**src/rtl/cpu_run_pkg.sv**
```systemverilog
// Shared definitions for the MIPS run controller.
//   run_state_e   : HOLD (core held in reset), RUN (core executing),
//                   DONE (run finished, core parked)
//   DEF_PASS_CODE : default test_out value that ends a run as passed
//   DEF_FAIL_CODE : default test_out value that ends a run as failed
//   sigStep       : one signature step, rotl1(sig) ^ val, confined to a
//                   width of w bits (w <= 64); the RTL and the bench
//                   reference model both use it
package cpu_run_pkg;

  typedef enum logic [1:0] {
    HOLD = 2'd0,
    RUN  = 2'd1,
    DONE = 2'd2
  } run_state_e;

  localparam logic [31:0] DEF_PASS_CODE = 32'h600D_600D;
  localparam logic [31:0] DEF_FAIL_CODE = 32'hBAD0_BAD0;

  // The signature is carried in a 64-bit container so one function serves
  // every DATA_W up to 64; bits above w are masked off on the way out.
  function automatic logic [63:0] sigStep(input logic [63:0] sig,
                                          input logic [63:0] val,
                                          input int unsigned w);
    logic [63:0] mask;
    logic [63:0] rot;
    mask = (w >= 64) ? {64{1'b1}} : ((64'd1 << w) - 64'd1);
    rot  = ((sig << 1) | ((sig & mask) >> (w - 1))) & mask;
    return (rot ^ val) & mask;
  endfunction

endpackage

```
**src/rtl/run_sig_acc.sv**
```systemverilog
// Signature accumulator for the run controller.
// Keeps the previous test_out sample, flags when test_out changes, and
// folds each changed value into a rotate-XOR signature.
// Ports:
//   clk_i       : clock, rising edge
//   rest_i      : synchronous active-low reset
//   clear_i     : clear prev and signature (start of a run); wins over en_i
//   en_i        : sample test_out and update the signature this cycle
//   test_out_i  : core observation word
//   changed_o   : test_out_i differs from the stored previous sample
//   signature_o : accumulated signature
module run_sig_acc
  import cpu_run_pkg::*;
#(
  parameter int DATA_W = 32
) (
  input  logic              clk_i,
  input  logic              rest_i,
  input  logic              clear_i,
  input  logic              en_i,
  input  logic [DATA_W-1:0] test_out_i,
  output logic              changed_o,
  output logic [DATA_W-1:0] signature_o
);

  logic [DATA_W-1:0] prev_q, prev_d;
  logic [DATA_W-1:0] sig_q, sig_d;

  assign changed_o   = (test_out_i != prev_q);
  assign signature_o = sig_q;

  // Next prev/signature: clear at run start, otherwise only move while enabled.
  always_comb begin
    prev_d = prev_q;
    sig_d  = sig_q;
    if (clear_i) begin
      prev_d = '0;
      sig_d  = '0;
    end else if (en_i) begin
      prev_d = test_out_i;
      if (changed_o) begin
        sig_d = DATA_W'(sigStep(64'(sig_q), 64'(test_out_i), DATA_W));
      end
    end
  end

  // Register update with synchronous active-low reset.
  always_ff @(posedge clk_i) begin
    if (!rest_i) begin
      prev_q <= '0;
      sig_q  <= '0;
    end else begin
      prev_q <= prev_d;
      sig_q  <= sig_d;
    end
  end

endmodule

```
**src/rtl/cpu_run_ctrl.sv**
```systemverilog
// Run controller for the MIPS core: holds the core in reset for RST_CYCLES
// cycles, lets it run while watching test_out, and stops on the pass code,
// the fail code or after MAX_CYCLES run cycles. The result, the number of
// run cycles and a signature of test_out changes stay visible in DONE
// until start launches a new run.
// Optional feature macro: CPU_RUN_HANG_DETECT_EN adds a stall counter that
// ends the run as a failure (with hang=1) once test_out has stayed unchanged
// long enough; HANG_CYCLES must then be >= 2.
// Ports:
//   clk         : clock, rising edge
//   rest        : synchronous active-low reset, overrides everything
//   start       : begin a new run (only acted on in DONE)
//   test_out    : core observation word
//   cpu_rest    : active-high reset to the core
//   running     : high in RUN
//   done        : high in DONE
//   pass        : run ended on PASS_CODE
//   fail        : run ended on FAIL_CODE (or hang)
//   timeout     : run ended after MAX_CYCLES cycles
//   cycle_count : RUN cycles elapsed
//   signature   : rotate-XOR signature of test_out changes
//   hang        : run ended on a stall (only with CPU_RUN_HANG_DETECT_EN)
module cpu_run_ctrl
  import cpu_run_pkg::*;
#(
  parameter int                DATA_W      = 32,
  parameter int                CNT_W       = 32,
  parameter int                RST_CYCLES  = 4,
  parameter int                MAX_CYCLES  = 10000,
  parameter logic [DATA_W-1:0] PASS_CODE   = DATA_W'(DEF_PASS_CODE),
  parameter logic [DATA_W-1:0] FAIL_CODE   = DATA_W'(DEF_FAIL_CODE),
  parameter int                HANG_CYCLES = 256
) (
  input  logic              clk,
  input  logic              rest,
  input  logic              start,
  input  logic [DATA_W-1:0] test_out,
  output logic              cpu_rest,
  output logic              running,
  output logic              done,
  output logic              pass,
  output logic              fail,
  output logic              timeout,
  output logic [CNT_W-1:0]  cycle_count,
  output logic [DATA_W-1:0] signature
`ifdef CPU_RUN_HANG_DETECT_EN
  ,
  output logic              hang
`endif
);

  localparam int HOLD_W = (RST_CYCLES > 1) ? $clog2(RST_CYCLES) : 1;

  run_state_e        state_q, state_d;
  logic [HOLD_W-1:0] holdCnt_q, holdCnt_d;
  logic [CNT_W-1:0]  cycleCnt_q, cycleCnt_d;
  logic              cpuRest_q, cpuRest_d;
  logic              running_q, running_d;
  logic              done_q, done_d;
  logic              pass_q, pass_d;
  logic              fail_q, fail_d;
  logic              timeout_q, timeout_d;
  logic              sigClear, sigEn, changed;

`ifdef CPU_RUN_HANG_DETECT_EN
  localparam int STALL_W = (HANG_CYCLES > 2) ? $clog2(HANG_CYCLES) : 1;

  logic [STALL_W-1:0] stallCnt_q, stallCnt_d;
  logic               hang_q, hang_d;
  logic               hangHit;

  // Stall counter: restarts on every test_out change, counts unchanged RUN
  // cycles otherwise. The hang fires on the edge where it reaches its limit.
  always_comb begin
    stallCnt_d = stallCnt_q;
    if (sigClear) begin
      stallCnt_d = '0;
    end else if (state_q == RUN) begin
      stallCnt_d = changed ? '0 : stallCnt_q + STALL_W'(1);
    end
  end

  assign hangHit = (state_q == RUN) && (stallCnt_d == STALL_W'(HANG_CYCLES - 1));

  always_ff @(posedge clk) begin
    if (!rest) begin
      stallCnt_q <= '0;
      hang_q     <= 1'b0;
    end else begin
      stallCnt_q <= stallCnt_d;
      hang_q     <= hang_d;
    end
  end

  assign hang = hang_q;
`endif

  run_sig_acc #(
    .DATA_W (DATA_W)
  ) u_sig_acc (
    .clk_i       (clk),
    .rest_i      (rest),
    .clear_i     (sigClear),
    .en_i        (sigEn),
    .test_out_i  (test_out),
    .changed_o   (changed),
    .signature_o (signature)
  );

  // Next state and registered outputs. Termination priority in RUN is
  // pass, fail, (hang), timeout; the terminating edge still counts a cycle
  // and still updates the signature.
  always_comb begin
    state_d    = state_q;
    holdCnt_d  = holdCnt_q;
    cycleCnt_d = cycleCnt_q;
    cpuRest_d  = cpuRest_q;
    running_d  = running_q;
    done_d     = done_q;
    pass_d     = pass_q;
    fail_d     = fail_q;
    timeout_d  = timeout_q;
    sigClear   = 1'b0;
    sigEn      = 1'b0;
`ifdef CPU_RUN_HANG_DETECT_EN
    hang_d     = hang_q;
`endif
    case (state_q)
      HOLD: begin
        cpuRest_d = 1'b1;
        running_d = 1'b0;
        if (holdCnt_q == HOLD_W'(RST_CYCLES - 1)) begin
          state_d    = RUN;
          holdCnt_d  = '0;
          cpuRest_d  = 1'b0;
          running_d  = 1'b1;
          cycleCnt_d = '0;
          sigClear   = 1'b1;
        end else begin
          holdCnt_d = holdCnt_q + HOLD_W'(1);
        end
      end
      RUN: begin
        sigEn      = 1'b1;
        cycleCnt_d = cycleCnt_q + CNT_W'(1);
        if (test_out == PASS_CODE) begin
          pass_d  = 1'b1;
          state_d = DONE;
        end else if (test_out == FAIL_CODE) begin
          fail_d  = 1'b1;
          state_d = DONE;
`ifdef CPU_RUN_HANG_DETECT_EN
        end else if (hangHit) begin
          fail_d  = 1'b1;
          hang_d  = 1'b1;
          state_d = DONE;
`endif
        end else if (cycleCnt_q == CNT_W'(MAX_CYCLES - 1)) begin
          timeout_d = 1'b1;
          state_d   = DONE;
        end
        if (state_d == DONE) begin
          done_d    = 1'b1;
          running_d = 1'b0;
          cpuRest_d = 1'b1;
        end
      end
      DONE: begin
        if (start) begin
          state_d   = HOLD;
          holdCnt_d = '0;
          done_d    = 1'b0;
          pass_d    = 1'b0;
          fail_d    = 1'b0;
          timeout_d = 1'b0;
`ifdef CPU_RUN_HANG_DETECT_EN
          hang_d    = 1'b0;
`endif
        end
      end
      default: begin
        state_d   = HOLD;
        holdCnt_d = '0;
        cpuRest_d = 1'b1;
        running_d = 1'b0;
      end
    endcase
  end

  // State and output registers with synchronous active-low reset.
  always_ff @(posedge clk) begin
    if (!rest) begin
      state_q    <= HOLD;
      holdCnt_q  <= '0;
      cycleCnt_q <= '0;
      cpuRest_q  <= 1'b1;
      running_q  <= 1'b0;
      done_q     <= 1'b0;
      pass_q     <= 1'b0;
      fail_q     <= 1'b0;
      timeout_q  <= 1'b0;
    end else begin
      state_q    <= state_d;
      holdCnt_q  <= holdCnt_d;
      cycleCnt_q <= cycleCnt_d;
      cpuRest_q  <= cpuRest_d;
      running_q  <= running_d;
      done_q     <= done_d;
      pass_q     <= pass_d;
      fail_q     <= fail_d;
      timeout_q  <= timeout_d;
    end
  end

  assign cpu_rest    = cpuRest_q;
  assign running     = running_q;
  assign done        = done_q;
  assign pass        = pass_q;
  assign fail        = fail_q;
  assign timeout     = timeout_q;
  assign cycle_count = cycleCnt_q;

endmodule

```
**config.mk**
```make
export PLATFORM = sky130hd
export DESIGN_NAME = cpu_run_ctrl
export DESIGN_NICKNAME = d
export VERILOG_FILES = /design/src/rtl/cpu_run_pkg.sv /design/src/rtl/run_sig_acc.sv /design/src/rtl/cpu_run_ctrl.sv
export SDC_FILE = /design/constraint.sdc
export NUM_CORES = 1
export LEC_CHECK = 0
export CAP_MARGIN = 20
export CORE_MARGIN = 10
export CORE_UTILIZATION = 51
export CTS_CLUSTER_SIZE = 12
export DETAILED_ROUTE_END_ITERATION = 6
export GPL_TIMING_DRIVEN = 0
export HOLD_SLACK_MARGIN = 0.15
export PLACE_DENSITY = 0.8
export SYNTH_ARGS = -nofsm -noshare
export SYNTH_HDL_FRONTEND = slang
export SYNTH_SLANG_ARGS = --single-unit
```
**constraint.sdc**
```tcl
create_clock -name clk -period 2.4 [get_ports clk]
set_clock_uncertainty 0.05 [all_clocks]
set_input_delay 0.48 -clock clk [delete_from_list [all_inputs] [get_ports clk]]
set_output_delay 0.48 -clock clk [all_outputs]
set_load 0.01 [all_outputs]
```
**After elaboration in Yosys (flattened, before gate mapping)**

Cells that the tools add are included.
W data, S select, Z words.

- Register bits: 106
- Word-level logic and storage cells: 77
- Output and inout bits: 70

- $add $sub $neg: 2
- Bitwise operators: 5
- Reductions and logical operators: 13
- Eq/ne operators: 16
- Mux-type cells: 30

Operators with widths:

| cell | number |
|---|---|
| $pmux W32 S2 | 1 |
| $add A32 B1 Y32 const B | 1 |
| $eq A32 B14 Y1 const B | 1 |
| $eq A32 B31 Y1 const B | 1 |
| $eq A32 B32 Y1 const B | 1 |
| $mux W32 | 1 |
| $ne A32 B32 Y1 | 1 |
| $or A32 B1 Y32 | 1 |
| $xor A32 B32 Y32 | 1 |
| $ne A2 B2 Y1 const B | 8 |
| $mux W2 | 7 |
| $mux W1 | 13 |
| $pmux W2 S3 | 2 |
| $reduce_and A2 Y1 | 5 |
| $pmux W1 S2 | 4 |
| $eq A2 B2 Y1 const B | 3 |
| $pmux W1 S3 | 2 |
| $reduce_and A3 Y1 | 2 |
| $reduce_and A5 Y1 | 1 |
| $reduce_and A4 Y1 | 1 |
| $reduce_bool A2 Y1 | 2 |
| $not A1 Y1 | 3 |
| $add A2 B1 Y2 const B | 1 |
| $eq A2 B1 Y1 const B | 1 |
| 2 further kinds | 2 |

**Logic depth before layout (Yosys ltp)**

- Depth in word-level cells: 8
- Mapped depth: 9
- Gate-level depth less buffers: 8

**By module**

Synthesis repeated with hierarchy kept, for this count alone.

- Cells, all modules: 614
- Area total of the unflattened synthesis: 5591.6 µm²

By module, submodules not included:

| module | seq. area each (µm²) | area each (µm²) | cells each | instances |
|---|---|---|---|---|
| run_sig_acc | 1281.2 | 3379.5 | 356 | 1 |
| cpu_run_ctrl | 840.8 | 2212.1 | 258 | 1 |

**Worst setup path before layout**

Ideal clock, no wire load.

- Path kind: input to register
- Start point: input test_out[18]
- End point: register running_q, in the netlist running
- Path slack: 144 ps
- Library setup time: 58 ps
- Cell stages on the path: 5
- Buffers on the path: 0
- Arrival: 2148 ps
- Path through: or4_1 -> or4_4 -> a21o_4 -> a2111oi_4 -> or2_1

- Word-level cells in the longest chain between the ends: 7

RTL lines:

| item | line | text |
|---|---|---|
| start, declared | cpu_run_ctrl.sv:37 | `input logic [DATA_W-1:0] test_out,` |
| $eq A32 B32 Y1 | cpu_run_ctrl.sv:149 | `end else if (test_out == FAIL_CODE) begin` |
| $mux W2 | cpu_run_ctrl.sv:149 |  |
| $mux W2 (*) | cpu_run_ctrl.sv:146 | `if (test_out == PASS_CODE) begin` |
| $mux W2 (*) | cpu_run_ctrl.sv:128 | `case (state_q)` |
| $eq A2 B2 Y1 (*) | cpu_run_ctrl.sv:162 | `if (state_d == DONE) begin` |
| $ne A2 B2 Y1 (no line) (*) | n/a |  |
| $reduce_and A2 Y1 (no line) (*) | n/a |  |
| end signal, assigned | cpu_run_ctrl.sv:207 | `running_q <= running_d;` |
| end, declared | cpu_run_ctrl.sv:58 | `logic running_q, running_d;` |

Mark *: on every way between the ends. The rest lies on a longest branch, timed or not. The select of a mux whose other input is x is not followed.
A chain may end at the register's enable or synchronous reset.

**Final worst setup path**

- Start point: input test_out[9]
- End point: register running_q, in the netlist running

The elaborated chain is that of the path after synthesis.

==> results <==
- The flow ran to the end, and the final reports show no timing, DRC or antenna violations.
- The worst register-to-register path has a depth of 9.
- At the later pin of the worst-skew pair, clock insertion delay measures about 0.38 ns.
- The net count after synthesis is 581.
- The quantity of hold-fixing buffers added after cts is 0.
- The final layout contains 700 nets.
- The final HPWL from detailed placement is approximately 10000 um.
- Of the total synthesized cell area, the portion taken by XOR and XNOR cells is 0.1609.
- The tightest hold margin is ~0.33 ns.
- By count the netlist is led by dfxtp_1, nor2_1, xor2_1.
- The via count of the first global-routing pass came to 4505.
- The quantity of I/O buffers inserted on ports is ~100.
- 0 antenna diodes ended up in the layout.
- The worst-margin pin slew is ~0.76 ns.
- The placeable core region is 9729 sq um.
- The routability-driven placement congestion ratio is ~0.86.
- The beginning of the worst register-to-register path is state_q[1].
- The worst path arrival time is between 2 and 3 ns.
- Among all flip-flop cells after synthesis, the most frequent one is dfxtp_1.
- After clock tree synthesis, the clock-pin slew on the worst setup and hold paths is 0.10 ns.
- The beginning of the critical path is test_out[9].
- IR analysis of the VDD net gives a maximum drop of 0.2879 mV.
- The detailed router placed roughly 4.4k vias in this run.
- For this run the aggregate overflow at the end of global routing stands at 0.
- The clock tree synthesis step divided the H-tree into 3 levels.
- Across the run, the number of max-cap violations was 0.
- The number of endpoints failing setup at the final stage is 0.
- The relative slew slack is 0.4935.
- The depth of the worst hold-timing path is 2.
- The smallest clock period supported by the final layout is computed as between 2 and 2.5 ns.
- The count of final max-slew check failures is 0.
- The number of synthesized flops with an enable pin is 0.
- TritonCTS built the clock tree.
- Synthesis produced 541 cells.
- The setup path with the least slack is of type input port to register.
- Across every metal layer, demand over resource in global routing totals 0.1879.
- The dominant combinational cell family by area after synthesis is simple AND/OR/NAND/NOR gates.
- The analysis attributes to cell leakage a power of 0.002770 uW.
- In this run the core area contains 36 standard-cell rows.
- Timing would allow up to 0.4249 GHz.
- The number of antenna violations at the first check in global routing is 0.
- Of all nets on the critical path, the largest fanout is 5.
- The mean instance size in the synthesized netlist is 9.355 sq um.
- In the final layout, the share of cells above drive strength 1 is 0.08722.
- The number of hold violations in the final report is 0.
- After detailed routing, the average wire length per cell comes to around 17 um.
- After synthesis the netlist holds a flip-flop and latch count of around 110.
- Setup repair after global routing left no endpoint under its margin.
- Yosys printed 0 warnings.
- The worst register-to-register path ends at cycle_count[22].
- Dividing total power by cell area gives a power density of approximately 640 nW/um^2.
- The fraction of synthesized area in multiplexers is 0.1367.
- The master cell of the clock root buffer is clkbuf_8.
- The number of detailed-route iterations in the first pass is 5.
- STA classifies the critical path endpoint as a register.
- Of the total synthesized cell area, the portion taken by AND, OR, NAND and NOR gates is 0.2084.
- The fraction of synthesized cell area taken by the top area cell type is 0.4193.
- The post-route clock period utilization is 0.9807.
- The synthesized design spends more area on one cell type than any other, namely dfxtp_1.
- The count of unresolved DRC violations after routing is 0.
- The mapped netlist covers roughly 5000 sq um.
- TritonCTS created 9 clock buffers.
- The proportion of register bits with asynchronous set or reset after synthesis is 0.
- The floorplan step defined a die boundary enclosing approximately 14000 sq um.
- The class of the most critical hold timing path is input port to register.
- Counting every sink on the clock net gives roughly 110.
- Power comes to between 4000 and 5000 uW.
- Entering global routing, the biggest net connects 19 pins.
- By area the synthesized netlist is led by dfxtp_1, xor2_1, mux2i_1.
- The critical path startpoint category is an input port.
- The data required time of the worst path is ~2.7 ns.
- From bottom edge to top edge, the die measures 119.6 um.
- The complex-gate fraction of the synthesized area came to 0.03857.
- The clock passes through at most 2 buffers.
- Of the total synthesized cell area, the portion taken by full adders, half adders and majority gates is 0.01236.
- The floorplan step set the die width to approximately 120 um.
- The number of distinct library cell variants in the gate-level netlist after synthesis is 45.
- The end-of-flow core utilization is 0.6753.
- The final layout contains routed wiring with a total length of ~14000 um.
- Dividing the detail-routed via count by the number of cells gives about 5.5.
- The worst hold path terminates at state_q[0].
- The synthesis-to-finish area growth is 29.81%.
- between 100 and 150 I/O pins were placed.
- The wire length of the first global-routing pass is around 23000 um.
- The share of synthesized area occupied by flip-flops and latches is 0.4193.
- The residual antenna-violating net count after detailed routing is 0.
- For this block, the initial DRC count from the detailed router was around 350.
- The worst register-to-register path has a setup slack of 0.14 ns.
- The initial utilization of the core area, before any placement, comes to 0.5202.
- The start point of the worst min-delay path is rest.
## repair_timing
| action | in CTS | in global routing |
|---|---|---|
| endpoints found under the hold margin | 0 | 0 |
| setup buffers | 3 | 2 |
| resized for setup | 22 | 37 |
| endpoints found under the setup margin | 46 | 52 |
| pin swaps | 2 | 6 |
## area by class of cell
type	count	area [sq um]
fill	787	3159
multi-input combinational	409	2925
clock inverter	6	48.80
clock buffer	10	127.6
tap	133	166.4
buffer	21	121.4
sequential	106	2123
inverter	5	18.77
timing repair buffer	108	1039
## routing by layer
layer / GRT usage / vias to the layer above / part of all wire
li1: - / 2104 / -
met1: 0.2245 / 2125 / 0.42
met2: 0.3177 / 143 / 0.49
met3: 0.05110 / 26 / 0.064
met4: 0.06637 / 0 / 0.021
met5: 0 / - / 0
## power breakdown
| group | switching, uW | internal, uW | total [uW] |
|---|---|---|---|
| clock | 653 | 390 | 1040 |
| combinational | 601 | 517 | 1120 |
| sequential | 116 | 1910 | 2020 |
| total | 1370 | 2810 | 4180 |
## per-stage QoR
stage	cell area (sq um)	worst slack, ns	std cells	setup TNS [ns]
2_1_floorplan	5061	0.1445	541	0
3_3_place_gp	6259	-0.6098	777	-22.06
3_5_place_dp	6259	-0.6415	777	-23.53
4_1_cts	6499	-0.002332	796	-0.002332
5_1_grt	6570	0.009629	798	0
6_report	6570	0.04637	798	0
## state kept, by name, indices dropped and copies added (netlist names)
name / flops
u_sig_acc.signature_o: 32
timeout: 1
running: 1
u_sig_acc.prev_q: 32
state_q: 2
holdCnt_q: 2
done: 1
cycle_count: 32
cpu_rest: 1
fail: 1
pass: 1
## worst max-delay path: stages
cell,delay [ns]
clkdlybuf4s50_1,0.52
nor4b_1,0.51
nand4_1,0.18
buf_4,0.20
a21o_4,0.24
a2111oi_4,0.36
or2_1,0.14
## cells by family (layout without fill, tap and decap cells)
logic type / after synthesis / after routing
multiplexers: 69 / 69
buffers and inverters: 26 / 150
flip-flops: 106 / 106
AND/OR/NAND/NOR: 216 / 216
XOR/XNOR: 93 / 93
AO/OA/AOI/OAI: 26 / 26
adder cells (fa/ha/maj): 5 / 5
## worst max-delay path by stage
| stage | to | slack, ns | cells after the start |
|---|---|---|---|
| 3_5_place_dp | running | -0.64 | 7 |
| 6_report | running | 0.05 | 7 |
| 4_1_cts | u_sig_acc.signature_o[21] | -0.002 | 8 |
| 3_3_place_gp | running | -0.61 | 7 |
| 5_1_grt | cycle_count[6] | 0.01 | 7 |
| 2_1_floorplan | running | 0.14 | 5 |
## placed cells by master, fill, tap and decap left out, types with 7 or more instances in the layout
cell and count:
nor2_1 106, dfxtp_1 105, clkdlybuf4s50_1 88, xor2_1 81, mux2i_1 67, nand2_1 24
clkbuf_1 15, nand3_1 15, nand4_1 12, xnor2_1 12, clkbuf_8 10, nor4_1 10
clkbuf_2 9, and3_1 9, nor4_2 7, a21oi_1 7
Note: power is estimated with default switching activity, not from simulation.
